`src/rtl/branch_resolve_unit.sv`:
```
// branch_resolve_unit
// Matches execute-stage branch resolutions against the fetch-time predictions
// held in an in-order FIFO. It emits one-cycle predictor update strobes, and
// on a mispredict it raises a timed pipeline flush with a fetch redirect PC.
// Optional feature macro: BRANCH_RESOLVE_STATS_EN adds resolve/mispredict counters.
module branch_resolve_unit #(
  parameter int DEPTH        = 4,
  parameter int FLUSH_CYCLES = 2
) (
  input  logic        clk,
  input  logic        rst_n,
  input  logic        pred_valid_i,
  output logic        pred_ready_o,
  input  logic [31:0] pred_pc_i,
  input  logic [31:0] pred_target_i,
  input  logic        pred_taken_i,
  input  logic        res_valid_i,
  output logic        res_ready_o,
  input  logic [31:0] res_pc_i,
  input  logic [31:0] res_target_i,
  input  logic [1:0]  res_kind_i,
  input  logic        res_taken_i,
  output logic        upd_is_branch_o,
  output logic        upd_is_jal_o,
  output logic        upd_is_jalr_o,
  output logic [31:0] upd_pc_o,
  output logic [31:0] upd_target_o,
  output logic        upd_taken_o,
  output logic        flush_o,
  output logic [31:0] redirect_pc_o,
  output logic        mispredict_o,
  output logic        err_o
`ifdef BRANCH_RESOLVE_STATS_EN
  ,
  output logic [31:0] stat_resolved_o,
  output logic [31:0] stat_mispredict_o
`endif
);

  localparam int PW  = $clog2(DEPTH);
  localparam int CW  = PW + 1;
  localparam int FCW = $clog2(FLUSH_CYCLES + 1);
  localparam logic [CW-1:0]  DEPTH_C = CW'(DEPTH);
  localparam logic [FCW-1:0] FLUSH_C = FCW'(FLUSH_CYCLES);

  typedef enum logic {RUN, FLUSH} state_t;

  state_t         state;
  logic [FCW-1:0] flush_cnt;

  logic [31:0] mem_pc     [DEPTH];
  logic [31:0] mem_target [DEPTH];
  logic        mem_taken  [DEPTH];
  logic [PW-1:0] rd_ptr;
  logic [PW-1:0] wr_ptr;
  logic [CW-1:0] count;

  logic        push_fire;
  logic        res_fire;
  logic        fifo_empty;
  logic        pop;
  logic        is_update;
  logic        actual_taken;
  logic        pred_taken_eff;
  logic        pc_mismatch;
  logic        target_mismatch;
  logic        mispredict_now;
  logic [31:0] redirect_next;

  // Handshakes are gated by the registered state and occupancy only.
  assign pred_ready_o = (state == RUN) && (count != DEPTH_C);
  assign res_ready_o  = (state == RUN);
  assign push_fire    = pred_valid_i && pred_ready_o;
  assign res_fire     = res_valid_i && res_ready_o;
  assign fifo_empty   = (count == '0);
  assign pop          = res_fire && !fifo_empty;

  // Compare the resolution against the FIFO head; an empty FIFO predicts not-taken.
  always_comb begin
    is_update       = (res_kind_i != 2'b11);
    actual_taken    = (res_kind_i == 2'b00) ? res_taken_i : 1'b1;
    pred_taken_eff  = fifo_empty ? 1'b0 : mem_taken[rd_ptr];
    pc_mismatch     = !fifo_empty && (mem_pc[rd_ptr] != res_pc_i);
    target_mismatch = pred_taken_eff && actual_taken && (mem_target[rd_ptr] != res_target_i);
    mispredict_now  = res_fire && is_update &&
                      (pc_mismatch || (pred_taken_eff != actual_taken) || target_mismatch);
    redirect_next   = actual_taken ? res_target_i : (res_pc_i + 32'd4);
  end

  // Prediction record storage; contents need no reset since count guards reads.
  always_ff @(posedge clk) begin
    if (push_fire) begin
      mem_pc[wr_ptr]     <= pred_pc_i;
      mem_target[wr_ptr] <= pred_target_i;
      mem_taken[wr_ptr]  <= pred_taken_i;
    end
  end

  // FIFO pointers and occupancy; a mispredict empties it, dropping any same-cycle push.
  always_ff @(posedge clk) begin
    if (!rst_n) begin
      rd_ptr <= '0;
      wr_ptr <= '0;
      count  <= '0;
    end else if (mispredict_now) begin
      rd_ptr <= '0;
      wr_ptr <= '0;
      count  <= '0;
    end else begin
      if (push_fire) wr_ptr <= wr_ptr + PW'(1);
      if (pop)       rd_ptr <= rd_ptr + PW'(1);
      case ({push_fire, pop})
        2'b10:   count <= count + CW'(1);
        2'b01:   count <= count - CW'(1);
        default: count <= count;
      endcase
    end
  end

  // RUN/FLUSH controller with the flush pulse, mispredict pulse and redirect PC.
  always_ff @(posedge clk) begin
    if (!rst_n) begin
      state         <= RUN;
      flush_cnt     <= '0;
      flush_o       <= 1'b0;
      mispredict_o  <= 1'b0;
      redirect_pc_o <= 32'h0000_0000;
    end else begin
      mispredict_o <= 1'b0;
      case (state)
        RUN: begin
          if (mispredict_now) begin
            state         <= FLUSH;
            flush_cnt     <= FLUSH_C;
            flush_o       <= 1'b1;
            mispredict_o  <= 1'b1;
            redirect_pc_o <= redirect_next;
          end
        end
        FLUSH: begin
          if (flush_cnt == FCW'(1)) begin
            state     <= RUN;
            flush_cnt <= '0;
            flush_o   <= 1'b0;
          end else begin
            flush_cnt <= flush_cnt - FCW'(1);
          end
        end
        default: begin
          state   <= RUN;
          flush_o <= 1'b0;
        end
      endcase
    end
  end

  // One-cycle predictor update strobes for branch, jal and jalr resolutions.
  always_ff @(posedge clk) begin
    if (!rst_n) begin
      upd_is_branch_o <= 1'b0;
      upd_is_jal_o    <= 1'b0;
      upd_is_jalr_o   <= 1'b0;
      upd_pc_o        <= 32'h0;
      upd_target_o    <= 32'h0;
      upd_taken_o     <= 1'b0;
    end else begin
      upd_is_branch_o <= res_fire && (res_kind_i == 2'b00);
      upd_is_jal_o    <= res_fire && (res_kind_i == 2'b01);
      upd_is_jalr_o   <= res_fire && (res_kind_i == 2'b10);
      if (res_fire && is_update) begin
        upd_pc_o     <= res_pc_i;
        upd_target_o <= res_target_i;
        upd_taken_o  <= actual_taken;
      end else begin
        upd_taken_o  <= 1'b0;
      end
    end
  end

  // Sticky protocol error: resolve on an empty FIFO or against the wrong head PC.
  always_ff @(posedge clk) begin
    if (!rst_n) begin
      err_o <= 1'b0;
    end else if (res_fire && (fifo_empty || pc_mismatch)) begin
      err_o <= 1'b1;
    end
  end

`ifdef BRANCH_RESOLVE_STATS_EN
  // Free-running statistics on predictor-relevant resolves and mispredicts.
  always_ff @(posedge clk) begin
    if (!rst_n) begin
      stat_resolved_o   <= 32'h0;
      stat_mispredict_o <= 32'h0;
    end else begin
      if (res_fire && is_update) stat_resolved_o   <= stat_resolved_o + 32'd1;
      if (mispredict_now)        stat_mispredict_o <= stat_mispredict_o + 32'd1;
    end
  end
`endif

endmodule

```
`config.mk`:
```
export PLATFORM = sky130hd
export DESIGN_NAME = branch_resolve_unit
export DESIGN_NICKNAME = d
export VERILOG_FILES = /design/src/rtl/branch_resolve_unit.sv
export SDC_FILE = /design/constraint.sdc
export NUM_CORES = 1
export LEC_CHECK = 0
export ABC_AREA = 1
export BUFFER_PORTS_ARGS = -buffer_cell sky130_fd_sc_hd__buf_2
export CAP_MARGIN = 40
export CORE_AREA = 2 2 194 215
export CTS_CLUSTER_SIZE = 24
export DETAILED_ROUTE_END_ITERATION = 12
export DIE_AREA = 0 0 196 217
export PLACE_DENSITY = 0.63
export SETUP_SLACK_MARGIN = 0.3
export SYNTH_ARGS = -nofsm -noshare
export SYNTH_HDL_FRONTEND = slang
export SYNTH_SLANG_ARGS = --single-unit
```
`constraint.sdc`:
```
create_clock -name clk -period 5.05 [get_ports clk]
set_clock_uncertainty 0.2 [all_clocks]
set_input_delay 0.505 -clock clk [delete_from_list [all_inputs] [get_ports clk]]
set_output_delay 0.505 -clock clk [all_outputs]
set_load 0.05 [all_outputs]
```
## Word level (Yosys, flattened, before mapping)

Memory sizes are Yosys's and may differ from the RTL's. A register that Yosys moved wholly into a read port is not among the register bits.
Index checks and enable logic that the tools add are counted.

- Equal/unequal tests: 12
- Bitwise logic cells: 2
- Reductions and logical operators: 25
- Add/subtract/negate cells: 6
- Multiplexer cells: 21

Operators with widths:

| operator | count |
|---|---|
| inequality test 32 bit | 2 |
| adder 32 x 3 -> 32 bit, second input constant | 1 |
| two-way mux 32 bit | 1 |
| two-way mux 2 bit | 8 |
| logical AND 1 bit | 13 |
| two-way mux 1 bit | 8 |
| == test 2 x 1 -> 1 bit, second input constant | 3 |
| one-hot mux 3 bit (2 select lines) | 1 |
| AND reduction 2 bit | 3 |
| adder 2 x 1 -> 2 bit, second input constant | 2 |
| == test 2 bit, second input constant | 2 |
| inequality test 2 x 1 -> 1 bit, second input constant | 2 |
| one-hot mux 1 bit (2 select lines) | 2 |
| one-hot mux 2 bit (2 select lines) | 1 |
| OR reduction 2 bit | 2 |
| adder 3 x 1 -> 3 bit, second input constant | 1 |
| logical NOT 3 bit | 1 |
| logical OR 1 bit | 3 |
| inequality test 3 bit, second input constant | 1 |
| subtractor 3 x 1 -> 3 bit, second input constant | 1 |
| logical NOT 2 bit | 1 |
| inequality test 2 bit, second input constant | 1 |
| NOT 1 bit | 2 |
| nonzero test 2 bit | 1 |
| other kinds (3) | 3 |

- Memories kept: 3
- Bits in writable memories: 260
- Input bits: 136
- Register bits: 113

Memory list:

| name | depth | bits a word | rd ports | clocked after memory_dff | write ports | RTL line | source |
|---|---|---|---|---|---|---|---|
| mem_pc | 4 | 32 | 1 | 1 | 1 | 51 | `logic [31:0] mem_pc [DEPTH];` |
| mem_target | 4 | 32 | 1 | 1 | 1 | 52 | `logic [31:0] mem_target [DEPTH];` |
| mem_taken | 4 | 1 | 1 | 1 | 1 | 53 | `logic mem_taken [DEPTH];` |

## Longest topological paths before layout

Gate-level depths: netlist of run 1.

- Depth in word-level cells: 8
- Depth in mapped cells: 21
- Depth with buffers taken out: 18

## Worst setup path after synthesis of run 1

Ideal clock, no wire load.

- Path type: register to register
- Start: register count[1]
- End: memory mem_pc[0][0] (enable)
- Path slack: -172 ps
- Path buffers: 0
- Cell stages (with the launch flop): 5
- Arrival: 4534 ps
- Required time: 4362 ps
- Period minus slack after synthesis: 5222 ps
- Cell sequence: dfxtp_1 -> inv_1 -> a31oi_1 -> nand2_1 -> nor2_1

- Word-level cells in the longest chain between the ends: 5

RTL lines:

| element | RTL line | source |
|---|---|---|
| start: declaration | 56 | `logic [CW-1:0] count;` |
| start signal: assignment | 113 | `2'b10: count <= count + CW'(1);` |
| start signal: assignment | 114 | `2'b01: count <= count - CW'(1);` |
| start signal: assignment | 115 | `default: count <= count;` |
| inequality test 3 bit | 71 | `assign pred_ready_o = (state == RUN) && (count != DEPTH_C);` |
| logical AND 1 bit | 71 |  |
| named net pred_ready_o | 13 | `output logic pred_ready_o,` |
| logical AND 1 bit | 73 | `assign push_fire = pred_valid_i && pred_ready_o;` |
| two-way mux 1 bit | 92 | `if (push_fire) begin` |
| two-way mux 1 bit (not written as such) | 93 | `mem_pc[wr_ptr] <= pred_pc_i;` |
| end: declaration | 51 |  |

The timed path passes the listed nets, and every way through them passes these cells.

==> results of run 1 <==
metrics by stage:
step           utilization  cell area [um^2]  power [uW]
5_1_grt              0.482             19600        8560
3_5_place_dp         0.436             17700        5440
3_3_place_gp         0.433             17600        5390
6_report             0.482             19600        8210
2_1_floorplan            -             16000        4950
4_1_cts              0.482             19600        8250
cells by family (layout without fill, tap and decap cells):
family | count (synthesis) | count (layout)
AOI/OAI and AO/OA | 176 | 176
muxes | 1 | 1
adders and majority gates | 9 | 9
xor gates and xnor gates | 22 | 22
other | 0 | 6
and+or+nand+nor | 924 | 924
buffers and inverters | 179 | 495
DFF | 375 | 375
area by class of cell:
class | count | share of cell area
Antenna cell | 6 | 0.000767
Clock inverter | 15 | 0.00671
Inverter | 99 | 0.0192
Timing Repair Buffer | 326 | 0.106
Multi-Input combinational cell | 1132 | 0.262
Tap cell | 520 | 0.0332
Clock buffer | 55 | 0.0556
Sequential cell | 375 | 0.516
power by group:
part	total, uW	internal (uW)	switching (uW)
registers	3700	3590	112
clock network	2780	1610	1180
logic	1720	465	1260
placed cells by master, fill, tap and decap left out, types with 10 or more instances in the layout:
master	n
sky130_fd_sc_hd__nor2_1	68
sky130_fd_sc_hd__clkbuf_1	10
sky130_fd_sc_hd__nand2_1	565
sky130_fd_sc_hd__buf_4	16
sky130_fd_sc_hd__nand3_1	249
sky130_fd_sc_hd__edfxtp_1	260
sky130_fd_sc_hd__dlygate4sd3_1	66
sky130_fd_sc_hd__dfxtp_1	113
sky130_fd_sc_hd__a21oi_1	67
sky130_fd_sc_hd__o21ai_0	104
sky130_fd_sc_hd__xor2_1	21
sky130_fd_sc_hd__inv_1	95
sky130_fd_sc_hd__nor3_1	12
sky130_fd_sc_hd__clkbuf_16	39
sky130_fd_sc_hd__buf_2	240
synthesized netlist by cell type, types with 2 or more instances:
| master | instances |
|---|---|
| sky130_fd_sc_hd__nand4_1 | 7 |
| sky130_fd_sc_hd__edfxtp_1 | 260 |
| sky130_fd_sc_hd__a21oi_1 | 67 |
| sky130_fd_sc_hd__nand2_1 | 565 |
| sky130_fd_sc_hd__nor2_2 | 4 |
| sky130_fd_sc_hd__inv_1 | 97 |
| sky130_fd_sc_hd__nand3b_1 | 5 |
| sky130_fd_sc_hd__nand2_2 | 2 |
| sky130_fd_sc_hd__nor2_1 | 73 |
| sky130_fd_sc_hd__clkbuf_1 | 32 |
| sky130_fd_sc_hd__or2_2 | 3 |
| sky130_fd_sc_hd__a31oi_1 | 2 |
| sky130_fd_sc_hd__nand3_1 | 249 |
| sky130_fd_sc_hd__ha_1 | 8 |
| sky130_fd_sc_hd__dfxtp_1 | 115 |
| sky130_fd_sc_hd__buf_6 | 8 |
| sky130_fd_sc_hd__buf_4 | 11 |
| sky130_fd_sc_hd__buf_2 | 28 |
| sky130_fd_sc_hd__xor2_1 | 21 |
| sky130_fd_sc_hd__inv_2 | 2 |
| sky130_fd_sc_hd__o21ai_0 | 104 |
| sky130_fd_sc_hd__nor3_1 | 12 |
repair_timing:
item	CTS	global route
endpoints found under the setup margin	0	0
gates resized for setup	0	0
endpoints found under the hold margin	258	0
setup buffers	0	0
hold buffers	66	0
registers in the layout, indices dropped and copies added (netlist names), 2 cells and up, named ones only:
signal	flops
upd_pc_o	32
wr_ptr	2
flush_cnt	2
mem_taken	4
mem_pc	128
upd_target_o	32
mem_target	128
count	3
rd_ptr	2
redirect_pc_o	32
per-layer routing:
metal	track usage	vias to the layer above	part of all wire
met2	0.369	538	0.46
met5	0	-	0.0017
li1	-	6258	-
met1	0.300	6055	0.41
met3	0.0553	122	0.090
met4	0.107	12	0.045
worst max-delay path by stage:
stage | from | end | slack, ps | depth (start not counted)
detailed placement | register | register | 1110 | 16
global route | register | register | 720 | 16
global placement | register | register | 1190 | 17
CTS | register | register | 1080 | 16
floorplan | count[1] | mem_pc[0][0] | -170 | 4
finish | register | register | 1120 | 16
worst register-to-register path, cell delays in order (launching register included):
cell and delay (ps):
sky130_fd_sc_hd__dfxtp_4 480, sky130_fd_sc_hd__buf_4 560, sky130_fd_sc_hd__buf_4 620, sky130_fd_sc_hd__nand2_1 200
sky130_fd_sc_hd__nand3_1 160, sky130_fd_sc_hd__nand3_1 100, sky130_fd_sc_hd__nand2_1 90, sky130_fd_sc_hd__nand3_1 90
sky130_fd_sc_hd__nor2_1 100, sky130_fd_sc_hd__nand2_1 80, sky130_fd_sc_hd__nor2_1 150, sky130_fd_sc_hd__nand2_1 110
sky130_fd_sc_hd__nand2_1 80, sky130_fd_sc_hd__nand3_2 100, sky130_fd_sc_hd__nand2_4 350, sky130_fd_sc_hd__nand2_2 220
sky130_fd_sc_hd__nor2_1 170
==> qor_table.md, run 1 <==
| Parameter | This run | Unit |
|---|---|---|
| Area fraction in compound gates after synthesis | 0.0556 | - |
| Worst Path Max Fanout | 58 | - |
| Synth top area cells | sky130_fd_sc_hd__edfxtp_1, sky130_fd_sc_hd__dfxtp_1, sky130_fd_sc_hd__nand2_1, sky130_fd_sc_hd__nand3_1, sky130_fd_sc_hd__o21ai_0 | - |
| Cell accounting for the most synthesized area | sky130_fd_sc_hd__edfxtp_1 | - |
| Critical path data arrival time | 4190 | ps |
| Basic-gate share of the synthesized area counting and, or, nand and nor cells | 0.242 | - |
| Yosys top cell area share | 0.488 | - |
| Maximum root-to-sink buffer count | 3 | - |
| Main combinational cell family by area after synthesis | simple AND/OR/NAND/NOR gates | - |
| Clock-pin transition on the worst setup and hold timing paths | 70 | ps |
| Root buffer cell | sky130_fd_sc_hd__clkbuf_16 | - |
| Sort of element at the start of the critical path | register | - |
| Critical Path, Cell by Cell | buf_4, buf_4, nand2_1, nand3_1, nand3_1, nand2_1, nand3_1, nor2_1, nand2_1, nor2_1, nand2_1, nand2_1, nand3_2, nand2_4, nand2_2, nor2_1 | - |
| Hold slack final | 34.0 | ps |
| Height of the chip | 217 | um |
| Power per cell area | 419 | nW/um^2 |
| Global-route wire length before repair | 73400 | um |
| Min Clock Period, post-route | 3930 | ps |
| Drt via density | 5.14 | - |
| Crit-path slowest cell | sky130_fd_sc_hd__buf_4 | - |
| Area delta synth->final | 22.4 | % |
| Final Net Count | 2118 | - |
| Dominant register cell in the synthesized netlist | sky130_fd_sc_hd__edfxtp_1 | - |
| Static Leak | 0.00836 | uW |
| Register-to-Register Path Depth | 16 | - |
| Sequential cell area in the final layout | 10100 | um^2 |
| Crit path buf inv count | 2 | - |
| Hold path depth | 1 | - |
| Final Non-Filler Cells | 2528 | - |
| Total die area | 42500 | um^2 |
| Post-synth EDFFs | 260 | - |
| Clock sinks | 375 | - |
| Count of placed standard cells including taps | 2386 | - |
| Effective utilization at floorplan | 0.394 | - |
| Placeable core region | 40600 | um^2 |
| Result of the run | finished clean | - |
| Share of the clock period used by the worst path after layout | 0.778 | - |
| Netlist area before placement | 16000 | um^2 |
| Share of layout cells above drive strength 1 | 0.169 | - |
| Hold/Removal Path Class | input port to register | - |
| Per-cell routed wire length | 19.7 | um |
| Setup repair after global routing missed its margin | false | - |
| Arithmetic-cell share of the synthesized area counting full adders, half adders and majority gates | 0.00750 | - |
| Multi-input gate area | 5130 | um^2 |
| Die width | 196 | um |
| Sum of routed wire length over all layers | 49700 | um |
| Worst slack, placed | 1110 | ps |
| Number of antenna violations at the first check in global routing | 11 | - |
| Seq/Total Area, Yosys | 0.632 | - |
| Worst setup EP type | register | - |
| Sum Neg Setup Slack | 0 | ps |
| CP peak stage delay | 610 | ps |
| Synthesized Nets | 1831 | - |
| XOR/XNOR share of the synthesized area | 0.0120 | - |
| Worst path most repeated cell | sky130_fd_sc_hd__nand2_1 | - |
| Relative max-transition margin | 0.462 | - |
| Setup-failing EPs final | 0 | - |
| Fin. Hold Viols | 0 | - |
| Detailed Route Iter0 Violations | 1064 | - |
| Transition time at the pin with the least slew margin | 806 | ps |
| Avg Cell Area, Syn | 9.49 | um^2 |
| Portion of netlist area occupied by mux cells | 0.000625 | - |
| Placement row count | 78 | - |
| Total CTS buffers | 39 | - |
| Leftover overflow at the end of global routing | 0 | - |
| Post-synthesis register bit count | 375 | - |
| Distinct cell type count of the synthesized netlist | 33 | - |
| Max-cap viol count | 0 | - |
| Via count of the first global-routing pass | 12257 | - |
| H-Tree Depth | 2 | - |
| Critical path required time | 5310 | ps |
| Last weighted congestion value of the routability-driven placer | 0.880 | - |
| Gate Count Post-Synth | 1686 | - |
| I/O Buffers | 240 | - |
| FFs w/ async S/R, synth | 0 | - |
| Top Ports | 241 | - |
| Hold Path Origin | pred_target_i[9] | - |
| Fmax achieved | 254 | MHz |
| Syn. warnings | 0 | - |
| Via Count | 12985 | - |
| Total DRC errors in the routed layout | 0 | - |
| Kind of cell adding the most delay to the critical path | simple AND/OR/NAND/NOR gates | - |
| Max-slew violation count | 0 | - |
| Kind of critical path | register to register | - |
| Largest net degree at the start of global routing | 84 | - |
| TritonCTS clock tree | yes | - |
| Layout fillers | 3808 | - |
| Final HPWL from detailed placement | 34800 | um |
| Post-route ant nets | 0 | - |
| Slack of the worst reg-to-reg path | 1120 | ps |
| Total iterations of the first detailed-routing run | 5 | - |
| Global-route total usage across every layer | 0.231 | - |
| Worst VDD drop | 0.233 | mV |
| Hold Crit Endpoint | mem_target[3][9] | - |
| Final Worst Setup Slack | 1120 | ps |
| Clock latency on the worst-skew pair | 540 | ps |
No activity file was read; power rests on OpenSTA's default activity.
==> run 2: changes to the inputs <==
ABC_AREA = 0   (was 1)
CORE_AREA = 2 2 191 211   (was 2 2 194 215)
DIE_AREA = 0 0 193 213   (was 0 0 196 217)
PLACE_DENSITY = 0.65   (was 0.63)
clock period = 3.6 ns   (was 5.05 ns; I/O delays follow)
==> run 2 against run 1 <==
  * Core utilization up 3.9 points
  * Non-clock buffer count up 91
  * Via count down 19%
  * Flip-flop and latch count unchanged
  * Global-route usage down 2.3 points
  * Critical path depth down 5
  * Combinational power up 98%
  * Critical path type unchanged
  * Largest cell class unchanged
  * Final area up 3.9%
  * First-iteration DRC count down 8.0%
==> qor_table.md, run 2 <==
| Parameter | This run | Unit | Delta |
|---|---|---|---|
| Result of the run | finished clean | - |  |
| Proportion of power drawn by the clock network | 0.293 | - | -0.046 |
| Setup repair after global routing missed its margin | true | - |  |
| Power per cell area | 616 | nW/um^2 | +47% |
| Drt via density | 5.28 | - | +2.7% |
| Leftover overflow at the end of global routing | 0 | - | unchanged |
| Hold/Removal Path Class | input port to register | - |  |
| Placement row count | 76 | - | -2.6% |
| Slack of the worst reg-to-reg path | 230 | ps | -890 ps |
| Most used cells in the layout excluding fill and tap cells | sky130_fd_sc_hd__edfxtp_1, sky130_fd_sc_hd__buf_2, sky130_fd_sc_hd__nand2_1 | - |  |
| Count of placed standard cells including taps | 1774 | - | -26% |
| Relative max-transition margin | 0.427 | - | -0.0352 |
| Static Leak | 0.00733 | uW | -12% |
| Layout fillers | 3252 | - | -15% |
| Total CTS buffers | 38 | - | -2.6% |
| Switching power summed over all nets | 3910 | uW | +53% |
| Setup-failing EPs final | 0 | - | unchanged |
| Critical path data arrival time | 3640 | ps | -550 ps |
| CP peak stage delay | 580 | ps | -30 ps |
| Seq/Total Area, Yosys | 0.655 | - | +0.0238 |
| TritonCTS clock tree | yes | - |  |
| FFs w/ async S/R, synth | 0 | - | unchanged |
| Top Ports | 241 | - | unchanged |
| Most numerous cell types in the synthesized netlist | sky130_fd_sc_hd__edfxtp_1, sky130_fd_sc_hd__nand2_1, sky130_fd_sc_hd__dfxtp_1 | - |  |
| Final HPWL from detailed placement | 29300 | um | -16% |
| Cell accounting for the most synthesized area | sky130_fd_sc_hd__edfxtp_1 | - |  |
| Most numerous cell in the Yosys netlist | sky130_fd_sc_hd__edfxtp_1 | - |  |
| Max-cap viol count | 0 | - | unchanged |
| Global-route total usage across every layer | 0.209 | - | -0.0225 |
| Fin. Hold Viols | 0 | - | unchanged |
| Clock sinks | 375 | - | unchanged |
| Post-synth EDFFs | 260 | - | unchanged |
| Post-layout total power | 12500 | uW | +53% |
| Total iterations of the first detailed-routing run | 5 | - | unchanged |
| Min Clock Period, post-route | 3370 | ps | -561 ps |
| Critical Path, Cell by Cell | buf_6, buf_6, mux4_2, xor2_1, nor4_2, nand4_1, or4_4, a221oi_4, buf_6, clkbuf_16, o2bb2ai_2 | - |  |
| Portion of total power attributed to sequential cells | 0.434 | - | -0.017 |
| Final Non-Filler Cells | 1995 | - | -21% |
| Share of total power in combinational logic | 0.272 | - | +0.062 |
| Die width | 193 | um | -1.5% |
| Height of the chip | 213 | um | -1.8% |
| Kind of critical path | register to register | - |  |
| Detailed Route Iter0 Violations | 979 | - | -8.0% |
| Gate Count Post-Synth | 1061 | - | -37% |
| Syn. warnings | 0 | - | unchanged |
| Fmax achieved | 297 | MHz | +17% |
| Total die area | 41100 | um^2 | -3.3% |
| Effective utilization at floorplan | 0.396 | - | +0.00141 |
| H-Tree Depth | 2 | - | unchanged |
| Dominant register cell in the synthesized netlist | sky130_fd_sc_hd__edfxtp_1 | - |  |
| Final Net Count | 1604 | - | -24% |
| Post-synthesis register bit count | 375 | - | unchanged |
| Critical path required time | 3870 | ps | -1440 ps |
| Fraction of power spent switching nets | 0.312 | - | +0.00167 |
| Largest registers ranked by flip-flop count | mem_pc x128, mem_target x128 | - |  |
| Yosys top cell area share | 0.506 | - | +0.0184 |
| Global-route wire length before repair | 62900 | um | -14% |
| Distinct cell type count of the synthesized netlist | 55 | - | +67% |
| Per-cell routed wire length | 21.9 | um | +11% |
| Crit-path slowest cell | sky130_fd_sc_hd__or4_4 | - |  |
| Via count of the first global-routing pass | 10292 | - | -16% |
| Transition time at the pin with the least slew margin | 859 | ps | +52.7 ps |
| Post-route ant nets | 0 | - | unchanged |
| Root buffer cell | sky130_fd_sc_hd__clkbuf_16 | - |  |
| I/O Buffers | 240 | - | unchanged |
| Last weighted congestion value of the routability-driven placer | 0.798 | - | -9.4% |
| Clock-pin transition on the worst setup and hold timing paths | 60 | ps | about the same |
| Share of layout cells above drive strength 1 | 0.319 | - | +0.151 |
| Sum of routed wire length over all layers | 43600 | um | -12% |
| Number of antenna violations at the first check in global routing | 1 | - | -10 |
| Final instance area | 20300 | um^2 | +3.9% |
| Worst setup EP type | register | - |  |
| Maximum root-to-sink buffer count | 3 | - | unchanged |
| Netlist area before placement | 15400 | um^2 | -3.6% |
| Most common library cell in the layout ignoring fill and taps | sky130_fd_sc_hd__edfxtp_1 | - |  |
| Clock latency on the worst-skew pair | 540 | ps | about the same |
| Share of the clock period used by the worst path after layout | 0.936 | - | +0.158 |
| Synth top area cells | sky130_fd_sc_hd__edfxtp_1, sky130_fd_sc_hd__dfxtp_1, sky130_fd_sc_hd__mux4_2, sky130_fd_sc_hd__nand2_1, sky130_fd_sc_hd__xnor2_1 | - |  |
| Pint | 8620 | uW | +52% |
| Sort of element at the start of the critical path | register | - |  |
| Largest net degree at the start of global routing | 66 | - | -21% |
| Placeable core region | 39000 | um^2 | -4.0% |
| Total DRC errors in the routed layout | 0 | - | unchanged |
| Area delta synth->final | 31.9 | % |  |
| Max-slew violation count | 0 | - | unchanged |
| Worst VDD drop | 0.434 | mV | +86% |
| Synthesized Nets | 1206 | - | -34% |
| Via Count | 10526 | - | -19% |
| Cell area after placement | 17400 | um^2 | -1.6% |
| Worst path most repeated cell | sky130_fd_sc_hd__buf_6 | - |  |
| Avg Cell Area, Syn | 14.5 | um^2 | +53% |
| Sum Neg Setup Slack | 0 | ps | unchanged |
| Worst Path Max Fanout | 8 | - | -86% |
run 2: cell types whose count changed in the layout (fill, tap and decap cells not counted), moves of 44 or more:
cell,change
sky130_fd_sc_hd__dlygate4sd3_1,+60
sky130_fd_sc_hd__inv_1,-81
sky130_fd_sc_hd__mux4_2,+57
sky130_fd_sc_hd__nand2_1,-414
sky130_fd_sc_hd__nand3_1,-231
sky130_fd_sc_hd__nor2_1,-44
sky130_fd_sc_hd__o21ai_0,-89
sky130_fd_sc_hd__xnor2_1,+54
run 2: cell type report:
type / instances / area, um^2 / area share
well taps: 507 / 634 / 0.0312
clock inverters: 11 / 56.3 / 0.00277
inverters: 17 / 63.8 / 0.00314
flip-flops and latches: 375 / 10100 / 0.497
repair buffers: 417 / 3220 / 0.158
diodes: 1 / 2.50 / 0.000123
clock buffers: 57 / 1090 / 0.0538
multi-input cells: 610 / 5160 / 0.254
run 2: per-layer routing:
metal	wire length (um)	GRT usage	part of all wire	up-vias
li1	-	-	-	4770
met1	18100	0.280	0.41	5281
met2	21200	0.341	0.49	394
met3	2870	0.0390	0.066	81
met4	1430	0.0747	0.033	0
met5	0	0	0	-
run 2: timing repair:
item / 4_1_cts / 5_1_grt
endpoints found under the setup margin: 47 / 47
resized for setup: 22 / 14
endpoints found under the hold margin: 324 / 0
pin swaps: 2 / 5
cloned: 3 / 3
buffers inserted: 17 / 3
hold buffers: 126 / 0
run 2: final timing paths:
check	from	to	cells after the start
min reg2reg	upd_target_o[31]	upd_target_o[31]	2
max reg2reg	register	redirect_pc_o[7]	11
min	res_target_i[6]	redirect_pc_o[6]	3
max	register	redirect_pc_o[7]	11
run 2: cells by family (layout without fill, tap and decap cells):
family          count (synthesis)  in the layout  synth area share
compound gates                147            147            0.0737
simple gates                  269            269            0.0802
xor+xnor                       91             91            0.0517
flops                         375            375             0.655
buf+inv                        76            502            0.0237
mux                            94             94             0.108
other cells                     0              1                 0
fa+ha+maj                       9              9           0.00779
run 2: per-stage QoR:
step           utilization  worst slack, ps  hold WS, ps
2_1_floorplan            -              133          236
3_3_place_gp         0.446             64.8          238
3_5_place_dp         0.446             52.4          245
4_1_cts              0.517              253         1.78
5_1_grt              0.522              121         8.36
6_report             0.522              230         14.9
run 2: worst max-delay path: cells and delay by family (launching register included):
kind	cells	cell delay (ps)
XOR/XNOR	1	170
buffers and inverters	4	550
AO/OA/AOI/OAI	2	430
AND/OR/NAND/NOR	3	1060
flip-flops	1	390
multiplexers	1	500
run 2: power by group through the flow:
stage               combinational, uW  clock [uW]  sequential (uW)
global placement                 2930           0             5530
global route                     3620        3920             5480
floorplan                        1540           0             6060
finish                           3410        3670             5440
CTS                              3320        3730             5440
detailed placement               2960           0             5540
==> run 3: changes to the inputs <==
HOLD_SLACK_MARGIN = 0.12   (was not set)
==> run 3 against run 2 <==
  * Final area grew 0.39%
  * Flip-flop and latch count is the same
  * First-iteration DRC count grew 6.5%
  * Sequential share of layout area shrank 0.19 points
  * Register-to-register slack is essentially flat
  * Setup slack gained 0.94 ps
  * Count of clock-buffer cells in the layout is the same
  * Via count grew 0.52%
  * Sequential power is essentially flat
  * Combinational power is essentially flat
  * Critical path type unchanged
  * Critical endpoint is now redirect_pc_o[14]
  * Highest routed layer unchanged
==> qor_table.md, run 3 (synthesized netlist as in run 2, its figures left out) <==
| Parameter | This run | Unit | Delta |
|---|---|---|---|
| Final Net Count | 1612 | - | +0.50% |
| Max-slew violation count | 0 | - | unchanged |
| Share of the clock period used by the worst path after layout | 0.936 | - | about the same |
| Slack of the worst reg-to-reg path | 230 | ps | about the same |
| Drt via density | 5.28 | - | +0.12% |
| Sort of element at the start of the critical path | register | - |  |
| Leftover overflow at the end of global routing | 0 | - | unchanged |
| TritonCTS clock tree | yes | - |  |
| Crit-path slowest cell | sky130_fd_sc_hd__or4_4 | - |  |
| Portion of total power attributed to sequential cells | 0.434 | - | about the same |
| Top Ports | 241 | - | unchanged |
| Max-cap viol count | 0 | - | unchanged |
| Critical path required time | 3870 | ps | about the same |
| Power per cell area | 614 | nW/um^2 | -0.31% |
| Hold/Removal Path Class | input port to register | - |  |
| Via count of the first global-routing pass | 10322 | - | +0.29% |
| Total die area | 41100 | um^2 | unchanged |
| Most common library cell in the layout ignoring fill and taps | sky130_fd_sc_hd__edfxtp_1 | - |  |
| Fin. Hold Viols | 0 | - | unchanged |
| Worst slack, placed | 52.4 | ps | unchanged |
| Setup-failing EPs final | 0 | - | unchanged |
| Area delta synth->final | 32.4 | % |  |
| Layout fillers | 3248 | - | -0.12% |
| Root buffer cell | sky130_fd_sc_hd__clkbuf_16 | - |  |
| Proportion of power drawn by the clock network | 0.293 | - | about the same |
| Met2 WL | 21300 | um | +0.29% |
| Fraction of power spent switching nets | 0.312 | - | about the same |
| Pint | 8630 | uW | about the same |
| Share of total power in combinational logic | 0.273 | - | about the same |
| Clock sinks | 375 | - | unchanged |
| Effective utilization at floorplan | 0.396 | - | unchanged |
| Static Leak | 0.00737 | uW | +0.46% |
| Final Worst Setup Slack | 231 | ps | +0.939 ps |
| Kind of critical path | register to register | - |  |
| Worst VDD drop | 0.434 | mV | -0.16% |
| Total iterations of the first detailed-routing run | 5 | - | unchanged |
| Met1 WL | 17900 | um | -1.1% |
| Die width | 193 | um | unchanged |
| Sum Neg Setup Slack | 0 | ps | unchanged |
| Global-route total usage across every layer | 0.209 | - | +0.000279 |
| Detailed route wirelength on metal3 | 3060 | um | +6.6% |
| Final HPWL from detailed placement | 29300 | um | unchanged |
| Min Clock Period, post-route | 3370 | ps | -0.939 ps |
| Critical path data arrival time | 3640 | ps | about the same |
| Most used cells in the layout excluding fill and tap cells | sky130_fd_sc_hd__edfxtp_1, sky130_fd_sc_hd__buf_2, sky130_fd_sc_hd__nand2_1 | - |  |
| Detailed Route Iter0 Violations | 1043 | - | +6.5% |
| CP peak stage delay | 580 | ps | about the same |
| Clock latency on the worst-skew pair | 530 | ps | about the same |
| Last weighted congestion value of the routability-driven placer | 0.798 | - | unchanged |
| Worst Path Max Fanout | 8 | - | unchanged |
| Post-route ant nets | 0 | - | unchanged |
| Relative max-transition margin | 0.435 | - | +0.00775 |
| Crit path buf inv count | 4 | - | unchanged |
| Fmax achieved | 297 | MHz | about the same |
| Transition time at the pin with the least slew margin | 848 | ps | -11.6 ps |
| Final instance area | 20400 | um^2 | +0.39% |
| Number of antenna violations at the first check in global routing | 1 | - | unchanged |
| Kind of cell adding the most delay to the critical path | simple AND/OR/NAND/NOR gates | - |  |
| Height of the chip | 213 | um | unchanged |
| I/O Buffers | 240 | - | unchanged |
| Switching power summed over all nets | 3910 | uW | +0.12% |
| Result of the run | finished clean | - |  |
| Via Count | 10581 | - | +0.52% |
| Maximum root-to-sink buffer count | 3 | - | unchanged |
| Uppermost routed layer | met4 | - |  |
| Share of layout cells above drive strength 1 | 0.318 | - | -0.00171 |
| Per-cell routed wire length | 21.8 | um | -0.38% |
| Clock-pin transition on the worst setup and hold timing paths | 60 | ps | about the same |
| Global-route wire length before repair | 63000 | um | +0.15% |
| Total DRC errors in the routed layout | 0 | - | unchanged |
| Placement row count | 76 | - | unchanged |
| H-Tree Depth | 2 | - | unchanged |
| Post-route core utilization | 0.524 | - | +0.00205 |
| Setup repair after global routing missed its margin | true | - |  |
| Critical Path, Cell by Cell | buf_6, buf_6, mux4_2, xor2_1, nor4_2, nand4_1, or4_4, a221oi_4, buf_6, clkbuf_16, o2bb2ai_2 | - |  |
| Total CTS buffers | 38 | - | unchanged |
| Placeable core region | 39000 | um^2 | unchanged |
| Cell area after placement | 17400 | um^2 | unchanged |
| Worst path most repeated cell | sky130_fd_sc_hd__buf_6 | - |  |
| Largest net degree at the start of global routing | 66 | - | unchanged |
| Worst setup EP type | register | - |  |
| Multi-input gate area | 5160 | um^2 | unchanged |
| Sequential cell area in the final layout | 10100 | um^2 | unchanged |
| Sum of routed wire length over all layers | 43600 | um | about the same |
| Largest registers ranked by flip-flop count | mem_pc x128, mem_target x128 | - |  |
## run 3: layout make-up
| cell class | count | area share |
|---|---|---|
| well taps | 507 | 0.0311 |
| repair buffers | 425 | 0.161 |
| flip-flops and latches | 375 | 0.495 |
| multi-input cells | 610 | 0.253 |
| diodes | 1 | 0.000123 |
| clock inverters | 11 | 0.00276 |
| inverters | 17 | 0.00312 |
| clock buffers | 57 | 0.0536 |
## run 3: final timing paths
path                            end              from  cells after the start
setup / recovery  redirect_pc_o[14]          register                     11
hold / removal      upd_is_branch_o       res_valid_i                      4
setup reg to reg  redirect_pc_o[14]          register                     11
hold reg to reg    upd_target_o[31]  upd_target_o[31]                      2
## run 3: power by group through the flow
stage | sequential [uW] | combinational [uW] | clock [uW]
after floorplan | 6060 | 1540 | 0
after global placement | 5530 | 2930 | 0
after detailed placement | 5540 | 2960 | 0
after CTS | 5440 | 3330 | 3730
after global routing | 5480 | 3630 | 3920
final | 5440 | 3420 | 3680
## run 3: timing repair
item | in CTS | in global routing
setup buffers | 17 | 3
cloned | 3 | 3
endpoints found under the setup margin | 47 | 47
hold endpoints to repair | 363 | 0
pin swaps | 2 | 5
hold buffers | 134 | 0
resized for setup | 22 | 14
## run 3: metal layers
| layer | track usage | vias to the layer above |
|---|---|---|
| li1 | - | 4786 |
| met1 | 0.279 | 5290 |
| met2 | 0.342 | 424 |
| met3 | 0.0388 | 81 |
| met4 | 0.0747 | 0 |
| met5 | 0 | - |
## run 3: stage by stage
step	total power (uW)	hold WS [ps]	std cells
2_1_floorplan	7590	236	1061
3_3_place_gp	8470	238	1774
3_5_place_dp	8510	245	1774
4_1_cts	12500	126	1996
5_1_grt	13000	173	2003
6_report	12500	161	2003
## run 3: worst reg2reg max path, delay by kind of cell, from the launching register on
kind | cells | cell delay (ps)
muxes | 1 | 500
xor gates and xnor gates | 1 | 170
AOI/OAI and AO/OA | 2 | 440
DFF | 1 | 390
and+or+nand+nor | 3 | 1060
buffers and inverters | 4 | 560
